File: config.mk
export PLATFORM = sky130hd
export DESIGN_NAME = div_unit
export DESIGN_NICKNAME = d
export VERILOG_FILES = /design/src/rtl/div_unit.sv
export SDC_FILE = /design/constraint.sdc
export NUM_CORES = 1
export LEC_CHECK = 0
export CORE_UTILIZATION = 30
export DETAILED_ROUTE_END_ITERATION = 6
export HOLD_SLACK_MARGIN = 0.1
export SYNTH_ARGS = -nofsm -noshare
export SYNTH_HDL_FRONTEND = slang
export SYNTH_SLANG_ARGS = --single-unit
export TNS_END_PERCENT = 100
File: constraint.sdc
create_clock -name clk -period 15.48 [get_ports clk]
set_clock_uncertainty 0.1 [all_clocks]
set_input_delay 1.548 -clock clk [delete_from_list [all_inputs] [get_ports clk]]
set_output_delay 1.548 -clock clk [all_outputs]
set_load 0.02 [all_outputs]
File: src/rtl/div_unit.sv
// ============================================================================
// Module   : div_unit
// Purpose  : Multi-cycle restoring divider (DIV/DIVU), one quotient bit per
//            clock. Optional divide-by-zero short-cut: DIV_BYZERO_EN.
// Revision : 1.0 - initial release
// ============================================================================
`timescale 1ns/1ps
`default_nettype none

module div_unit #(
    parameter int WIDTH = 32
) (
    input  logic               clk,
    input  logic               rst,
    input  logic               start_i,
    input  logic               annul_i,
    input  logic               signed_i,
    input  logic [WIDTH-1:0]   opdata1_i,
    input  logic [WIDTH-1:0]   opdata2_i,
    output logic [2*WIDTH-1:0] result_o,
    output logic               ready_o,
    output logic               busy_o
`ifdef DIV_BYZERO_EN
   ,output logic               byzero_o
`endif
);

    localparam int CNT_W = $clog2(WIDTH);
    localparam logic [CNT_W-1:0] c_CNT_LAST = CNT_W'(WIDTH - 1);

    typedef enum logic [1:0] {
        S_IDLE   = 2'd0,
        S_ON     = 2'd1,
        S_END    = 2'd2
`ifdef DIV_BYZERO_EN
       ,S_BYZERO = 2'd3
`endif
    } state_t;

    state_t             r_state;
    state_t             w_next;
    logic [CNT_W-1:0]   r_cnt;
    logic [WIDTH-1:0]   r_dvd;      // dividend bits shift out, quotient bits shift in
    logic [WIDTH-1:0]   r_dvs;
    logic [WIDTH-1:0]   r_rem;
    logic               r_neg_q;
    logic               r_neg_r;
    logic [2*WIDTH-1:0] r_result;
`ifdef DIV_BYZERO_EN
    logic               r_byzero;
`endif

    logic [WIDTH-1:0]   w_abs1;
    logic [WIDTH-1:0]   w_abs2;
    logic [WIDTH:0]     w_rem_sh;
    logic [WIDTH:0]     w_diff;
    logic               w_qbit;
    logic [WIDTH-1:0]   w_rem_nx;
    logic [WIDTH-1:0]   w_quo_nx;
    logic [WIDTH-1:0]   w_quo_fin;
    logic [WIDTH-1:0]   w_rem_fin;

    assign w_abs1 = (signed_i && opdata1_i[WIDTH-1]) ? -opdata1_i : opdata1_i;
    assign w_abs2 = (signed_i && opdata2_i[WIDTH-1]) ? -opdata2_i : opdata2_i;

    // One restoring step: a borrow out of the trial subtraction means remainder < divisor
    assign w_rem_sh  = {r_rem, r_dvd[WIDTH-1]};
    assign w_diff    = w_rem_sh - {1'b0, r_dvs};
    assign w_qbit    = ~w_diff[WIDTH];
    assign w_rem_nx  = w_qbit ? w_diff[WIDTH-1:0] : w_rem_sh[WIDTH-1:0];
    assign w_quo_nx  = {r_dvd[WIDTH-2:0], w_qbit};
    assign w_quo_fin = r_neg_q ? -w_quo_nx : w_quo_nx;
    assign w_rem_fin = r_neg_r ? -w_rem_nx : w_rem_nx;

    always_ff @(posedge clk) begin
        if (rst) begin
            r_state <= S_IDLE;
        end else begin
            r_state <= w_next;
        end
    end

    always_comb begin
        w_next = r_state;
        case (r_state)
            S_IDLE: begin
                if (start_i) begin
`ifdef DIV_BYZERO_EN
                    w_next = (opdata2_i == '0) ? S_BYZERO : S_ON;
`else
                    w_next = S_ON;
`endif
                end
            end
            S_ON: begin
                if (!start_i) begin
                    w_next = S_IDLE;
                end else if (r_cnt == c_CNT_LAST) begin
                    w_next = S_END;
                end
            end
`ifdef DIV_BYZERO_EN
            S_BYZERO: begin
                w_next = start_i ? S_END : S_IDLE;
            end
`endif
            S_END: begin
                if (!start_i) begin
                    w_next = S_IDLE;
                end
            end
            default: w_next = S_IDLE;
        endcase
        // Flush wins over everything, including a fresh request in IDLE
        if (annul_i) begin
            w_next = S_IDLE;
        end
    end

    always_ff @(posedge clk) begin
        if (rst) begin
            r_cnt    <= '0;
            r_dvd    <= '0;
            r_dvs    <= '0;
            r_rem    <= '0;
            r_neg_q  <= 1'b0;
            r_neg_r  <= 1'b0;
            r_result <= '0;
`ifdef DIV_BYZERO_EN
            r_byzero <= 1'b0;
`endif
        end else begin
            case (r_state)
                S_IDLE: begin
                    if (w_next == S_ON) begin
                        r_cnt    <= '0;
                        r_rem    <= '0;
                        r_dvd    <= w_abs1;
                        r_dvs    <= w_abs2;
                        r_neg_q  <= signed_i & (opdata1_i[WIDTH-1] ^ opdata2_i[WIDTH-1]);
                        r_neg_r  <= signed_i & opdata1_i[WIDTH-1];
`ifdef DIV_BYZERO_EN
                        r_byzero <= 1'b0;
`endif
                    end
`ifdef DIV_BYZERO_EN
                    if (w_next == S_BYZERO) begin
                        r_result <= '0;
                        r_byzero <= 1'b1;
                    end
`endif
                end
                S_ON: begin
                    r_cnt <= r_cnt + CNT_W'(1);
                    r_rem <= w_rem_nx;
                    r_dvd <= w_quo_nx;
                    if (w_next == S_END) begin
                        r_result <= {w_rem_fin, w_quo_fin};
                    end
                end
                default: begin
                end
            endcase
        end
    end

    assign ready_o  = (r_state == S_END);
    assign result_o = ready_o ? r_result : '0;
`ifdef DIV_BYZERO_EN
    assign busy_o   = (r_state == S_ON) || (r_state == S_BYZERO);
    assign byzero_o = ready_o & r_byzero;
`else
    assign busy_o   = (r_state == S_ON);
`endif

endmodule

`default_nettype wire

==> results.md, run 1 <==
* Slowest cell on crit path: nor2_4
* Post-synth EDFFs at 0
* Largest net degree at the start of global routing at 86
* Clock tree root driver cell: clkbuf_16
* Wire per inst at 18.1 microns
* Leak pwr at 5.03 nW
* Starting Density at 30.7%
* Cell row count at 72
* Fin nets at 1727
* Synth Flop Type: dfxtp_1
* Num CTS Buffers at 17
* Kind of critical path: flip-flop to flip-flop
* RSZ-0062 raised after global routing: no
* Cell Area, Synth at 0.0120 sq mm
* Fmax achieved at 165 MHz
* Die area at 0.0407 sq mm
* Post-synth net total at 1672
* Min-Delay Path Class: flip-flop to flip-flop
* Outcome: finished with violations
* Critical Path, Cell by Cell: inv_1 -> ha_1 -> fa_1 -> nand2b_2 -> a21o_4 -> a311o_1 -> o21ai_4 -> a211oi_2 -> nor2_4 -> inv_1 -> o21ai_0 -> inv_1 -> ha_1 -> nor4b_1 -> a32oi_1 -> nand2b_1 -> nor4_1 -> or4_1 -> nand3_1
* Crit-path max cell delay at 0.71 ns
* Cell area power density at 81.4 mW/mm^2
* Element type at the critical path start: flip-flop
* Commonest non-fill, non-tap cell in the layout: nor2_1
* Max Cap Violations at 0
* Share of layout cells above drive strength 1 at 5.45%
* Clk slew on worst S/H paths at 0.07 ns
* CP Data Arrival Time at 6.35 ns
* Tightest Pin Transition at 1.16 ns
* Design Area, Final at 0.0141 sq mm
* DP Area at 0.0135 sq mm
* HPWL after detailed placement at 29.9 mm
* Skew-Pair Late Insertion Delay at 0.44 ns
* Routed wire length at 38.8 mm
* Clock Sinks at 169
* First-pass GRT wire length at 61.7 mm
* WP data required at 15.76 ns
* Filler cell count in the final layout at 4057
* Dpl ws at 9.51 ns
* H-tree depth at 4
* CTS tree: done
* Setup_tns at 0 ns
* Post-CTS setup buffers at 0
* Die W at 202 microns
* Failing checks: design-rule violations
* Vias in the first global route at 11047
* Slew HR at 22.8%
* Cells after Synth at 1564
* Cell mode on critical path: inv_1
* Core area at 0.0390 sq mm
* Synth warnings at 0
* Critical-path maximum fanout at 31
* Syn Area/Cell at 7.66 sq um
* Drt pass-1 iters at 7
* Worst vdd ir at 0.0501 mV
* CTS Hold Bufs at 0
* Worst hold slack at 0.351 ns
* Yosys reg bits at 169
* Vias at 11715
* Post-synthesis sequential area ratio at 28.2%
* Setup-failing EPs final at 0
* RD Place Congestion at 0.916
* PostCTS Resize Cnt at 0
* Grt ovf at 0
* Initial DRC count at 1148
* Port Buffers at 134
* CP bufs+invs at 3
* Initial antenna violation count at 1
* Residual DRC at 7
* Tmin final at 6.07 ns
* Post-DRT Antenna Nets at 0
* Total GRT Usage at 18.8%
* Ports at 135
* CP Capture Type: flip-flop
* Final worst path period share at 39.2%
* Antenna diodes at 0
* Hold Vio Cnt, Final at 0
* Vias per cell at 5.45
* Worst setup margin at 9.41 ns
* Yosys cell types at 94
* Clock buffer depth at 2
* Pins Over Slew Limit at 0
* Commonest cells after routing, fill and taps aside: 205 x nor2_1, 169 x dfxtp_1, 149 x nand2_1
* Cell family with most CP delay: simple AND/OR/NAND/NOR gates
* Die height at 202 microns
* Area growth syn-to-layout at 17.7%
* Fraction of registers with async set/reset at 0%
-- final timing paths --
kind	startpoint	end	slack [ns]	cells after the start
worst max register to register	r_dvd[31]	r_result[62]	9.41	19
worst max-delay path	r_dvd[31]	r_result[62]	9.41	19
worst min-delay path	r_result[42]	r_result[42]	0.35	2
worst min register to register	r_result[42]	r_result[42]	0.35	2
-- layer usage --
metal	share of wire [%]	vias to the layer above	track usage [%]
li1	-	5766	-
met1	49	5500	27.5
met2	42	401	28.1
met3	6.4	46	2.93
met4	2.0	2	5.71
met5	0.031	-	0
-- through the flow --
step / utilization (%) / total power [mW] / instances
detailed placement: 34.7 / 0.731 / 2118
CTS: 36.2 / 1.15 / 2150
global placement: 34.7 / 0.730 / 2118
floorplan: - / 0.649 / 1564
finish: 36.2 / 1.15 / 2150
global route: 36.2 / 1.20 / 2150
-- cell families after synthesis --
logic type | synth area share (%)
AOI/OAI and AO/OA | 27.2
xor gates and xnor gates | 9.06
adders and majority gates | 4.13
buffers and inverters | 6.26
DFF | 28.2
muxes | 1.39
and+or+nand+nor | 23.7
-- sequential cells by signal, indices dropped and copies added (netlist names) --
name      flops
r_cnt         5
r_dvd        32
r_dvs        32
r_neg_q       1
r_neg_r       1
r_rem        32
r_result     64
r_state       2
-- worst reg2reg max path: stages, from the launching register on --
cell	delay (ns)
dfxtp_1	0.35
inv_1	0.07
ha_1	0.22
fa_1	0.40
nand2b_2	0.21
a21o_4	0.24
a311o_1	0.35
o21ai_4	0.27
a211oi_2	0.26
nor2_4	0.71
inv_1	0.49
o21ai_0	0.45
inv_1	0.09
ha_1	0.26
nor4b_1	0.16
a32oi_1	0.41
nand2b_1	0.29
nor4_1	0.13
or4_1	0.49
nand3_1	0.09
-- cell type report --
type                            count  area [sq um]  share of cell area (%)
Timing Repair Buffer              142          1400                    9.91
Inverter                           61           229                    1.62
Clock inverter                     14           138                   0.975
Multi-Input combinational cell   1228          7880                    55.9
Clock buffer                       18           429                    3.04
Tap cell                          518           648                    4.59
Sequential cell                   169          3380                    24.0
-- power by group --
group | leakage, nW | switching [mW] | internal [mW]
Combinational | 3.39 | 0.168 | 0.0984
Clock | 0.266 | 0.198 | 0.225
Sequential | 1.37 | 0.0129 | 0.446
-- Yosys cell counts (all sizes together) (21+ instances only) --
cell type | instances | share of area [%]
o31ai | 34 | 2.3
nor3 | 31 | 1.3
xnor2 | 53 | 3.9
inv | 61 | 1.9
a22oi | 24 | 1.5
a222oi | 32 | 2.7
o21ai | 78 | 3.5
a21oi | 105 | 4.5
and2 | 70 | 3.7
nor2 | 208 | 6.6
clkbuf | 76 | 2.8
nand2 | 150 | 4.7
nand3 | 21 | 0.88
xor2 | 71 | 5.2
buf | 30 | 1.6
dfxtp | 169 | 28
a211oi | 71 | 4.6
ha | 38 | 4.0
Note: power is estimated with default switching activity, not from simulation.
==> run 2: changes to the inputs <==
clock period = 5.67 ns   (was 15.48 ns; I/O delays follow)
==> run 2 against run 1 <==
Net effect: the run now ends clean; routed wire length decreased by 0.91%; via count is 0.58% higher; flip-flop and latch count unchanged.
==> results.md, run 2 (same netlist as run 1, synthesis figures left out) <==
* Worst hold slack at 0.345 ns (-0.00584 ns)
* Max FFs per register at 64 (unchanged)
* HPWL after detailed placement at 30.0 mm (+0.33%)
* Cell row count at 72 (unchanged)
* WP data required at 5.86 ns (-9.90 ns)
* Vias in the first global route at 10830 (-2.0%)
* CTS tree: done
* Total GRT Usage at 18.6% (-0.23 points)
* Area growth syn-to-layout at 18.6%
* Min-Delay Path Class: flip-flop to flip-flop
* Outcome: completed
* Die height at 202 microns (unchanged)
* Core area at 0.0390 sq mm (unchanged)
* Biggest register: r_result
* Share of layout cells above drive strength 1 at 6.03% (+0.58 points)
* CTS Hold Bufs at 0 (unchanged)
* Pins Over Slew Limit at 0 (unchanged)
* Ports at 135 (unchanged)
* Starting Density at 30.7% (unchanged)
* First-pass GRT wire length at 61.1 mm (-0.89%)
* Fmax achieved at 194 MHz (+18%)
* Element type at the critical path start: flip-flop
* Routed wire length at 38.5 mm (-0.91%)
* CP Data Arrival Time at 5.35 ns (-1.00 ns)
* PostCTS Resize Cnt at 0 (unchanged)
* Fin nets at 1737 (+0.58%)
* Critical-path maximum fanout at 13 (-58%)
* Final worst path period share at 91.0% (+52 points)
* Clock buffer depth at 2 (unchanged)
* Vias at 11783 (+0.58%)
* Tmin final at 5.16 ns (-0.908 ns)
* Dpl cells at 2128 (+0.47%)
* Max Cap Violations at 0 (unchanged)
* Drt pass-1 iters at 7 (unchanged)
* Setup_tns at 0 ns (unchanged)
* Post-CTS setup buffers at 0 (unchanged)
* Die W at 202 microns (unchanged)
* CP Capture Type: flip-flop
* Kind of critical path: flip-flop to flip-flop
* Post-DRT Antenna Nets at 0 (unchanged)
* Die area at 0.0407 sq mm (unchanged)
* Finished Layout Cells at 2159 (+0.42%)
* Setup-failing EPs final at 0 (unchanged)
* Hold path cells at 2 (unchanged)
* Wire per inst at 17.8 microns (-1.3%)
* Largest net degree at the start of global routing at 67 (-22%)
* RSZ-0062 raised after global routing: no
* Worst vdd ir at 0.126 mV (+150%)
* Vias per cell at 5.46 (+0.16%)
* Antenna diodes at 0 (unchanged)
* Port Buffers at 134 (unchanged)
* Commonest cells after routing, fill and taps aside: 205 x nor2_1, 169 x dfxtp_1, 149 x nand2_1
* Initial DRC count at 1245 (+8.4%)
* Cell area power density at 224 mW/mm^2 (+180%)
* RD Place Congestion at 0.894 (-2.3%)
* Num CTS Buffers at 17 (unchanged)
* Filler cell count in the final layout at 4043 (-0.35%)
* Leak pwr at 5.10 nW (+1.5%)
* Commonest non-fill, non-tap cell in the layout: nor2_1
* Tightest Pin Transition at 1.13 ns (-0.0248 ns)
* Slew HR at 24.5% (+1.7 points)
* Hold Vio Cnt, Final at 0 (unchanged)
* Initial antenna violation count at 0 (-1)
* Skew-Pair Late Insertion Delay at 0.44 ns (about the same)
* Clock Sinks at 169 (unchanged)
* Grt ovf at 0 (unchanged)
* Worst r2r path cells at 19 (unchanged)
* Clock tree root driver cell: clkbuf_16
* Clk slew on worst S/H paths at 0.07 ns (about the same)
* H-tree depth at 4 (unchanged)
* Residual DRC at 0 (-7)
run 2: power breakdown:
group / internal (mW) / switching [mW] / total (mW)
clock network: 0.673 / 0.531 / 1.20
logic: 0.274 / 0.457 / 0.731
registers: 1.22 / 0.0356 / 1.25
run 2: routing by layer:
layer  GRT usage, %  part of all wire (%)  vias to the layer above
met4           4.06                   1.1                        0
met5              0                     0                        -
li1               -                     -                     5796
met2           28.7                    43                      393
met1           27.3                    50                     5558
met3           2.47                   5.7                       36
run 2: area by class of cell:
class,count,area (sq um),share of cell area [%]
clock buffer,18,439,3.09
clock inverter,13,159,1.12
inverter,61,229,1.61
multi-input combinational,1228,7880,55.5
sequential,169,3380,23.8
tap,518,648,4.56
timing repair buffer,152,1470,10.4
run 2: worst max-delay path: stages, from the launching register on:
cell and delay, ns:
dfxtp_1 0.36, inv_1 0.07, ha_1 0.23, fa_1 0.40, nand2b_2 0.21, a21o_4 0.24
a311o_1 0.34, o21ai_4 0.27, a22o_2 0.38, nor2_4 0.07, inv_1 0.17, nor2_1 0.06
a21oi_1 0.24, ha_1 0.28, nor4b_1 0.27, a32oi_1 0.19, nand2b_1 0.30, nor4_1 0.54
a211o_1 0.21, a31oi_1 0.07
run 2: path summary, 6_finish.rpt:
| check | slack [ns] | to | start |
|---|---|---|---|
| max | 0.51 | r_result[60] | r_dvd[31] |
| min | 0.35 | r_result[45] | r_result[45] |
| max reg2reg | 0.51 | r_result[60] | r_dvd[31] |
| min reg2reg | 0.35 | r_result[45] | r_result[45] |
run 2: per-stage QoR:
| stage | setup slack, ns | power, mW | cell area, sq um | util [%] |
|---|---|---|---|---|
| floorplan | 0.687 | 1.77 | 12000 | - |
| global placement | 0.768 | 2.00 | 13600 | 34.9 |
| detailed placement | 0.593 | 2.00 | 13600 | 34.9 |
| CTS | 0.579 | 3.21 | 14200 | 36.4 |
| global route | 0.212 | 3.34 | 14200 | 36.4 |
| finish | 0.509 | 3.19 | 14200 | 36.4 |
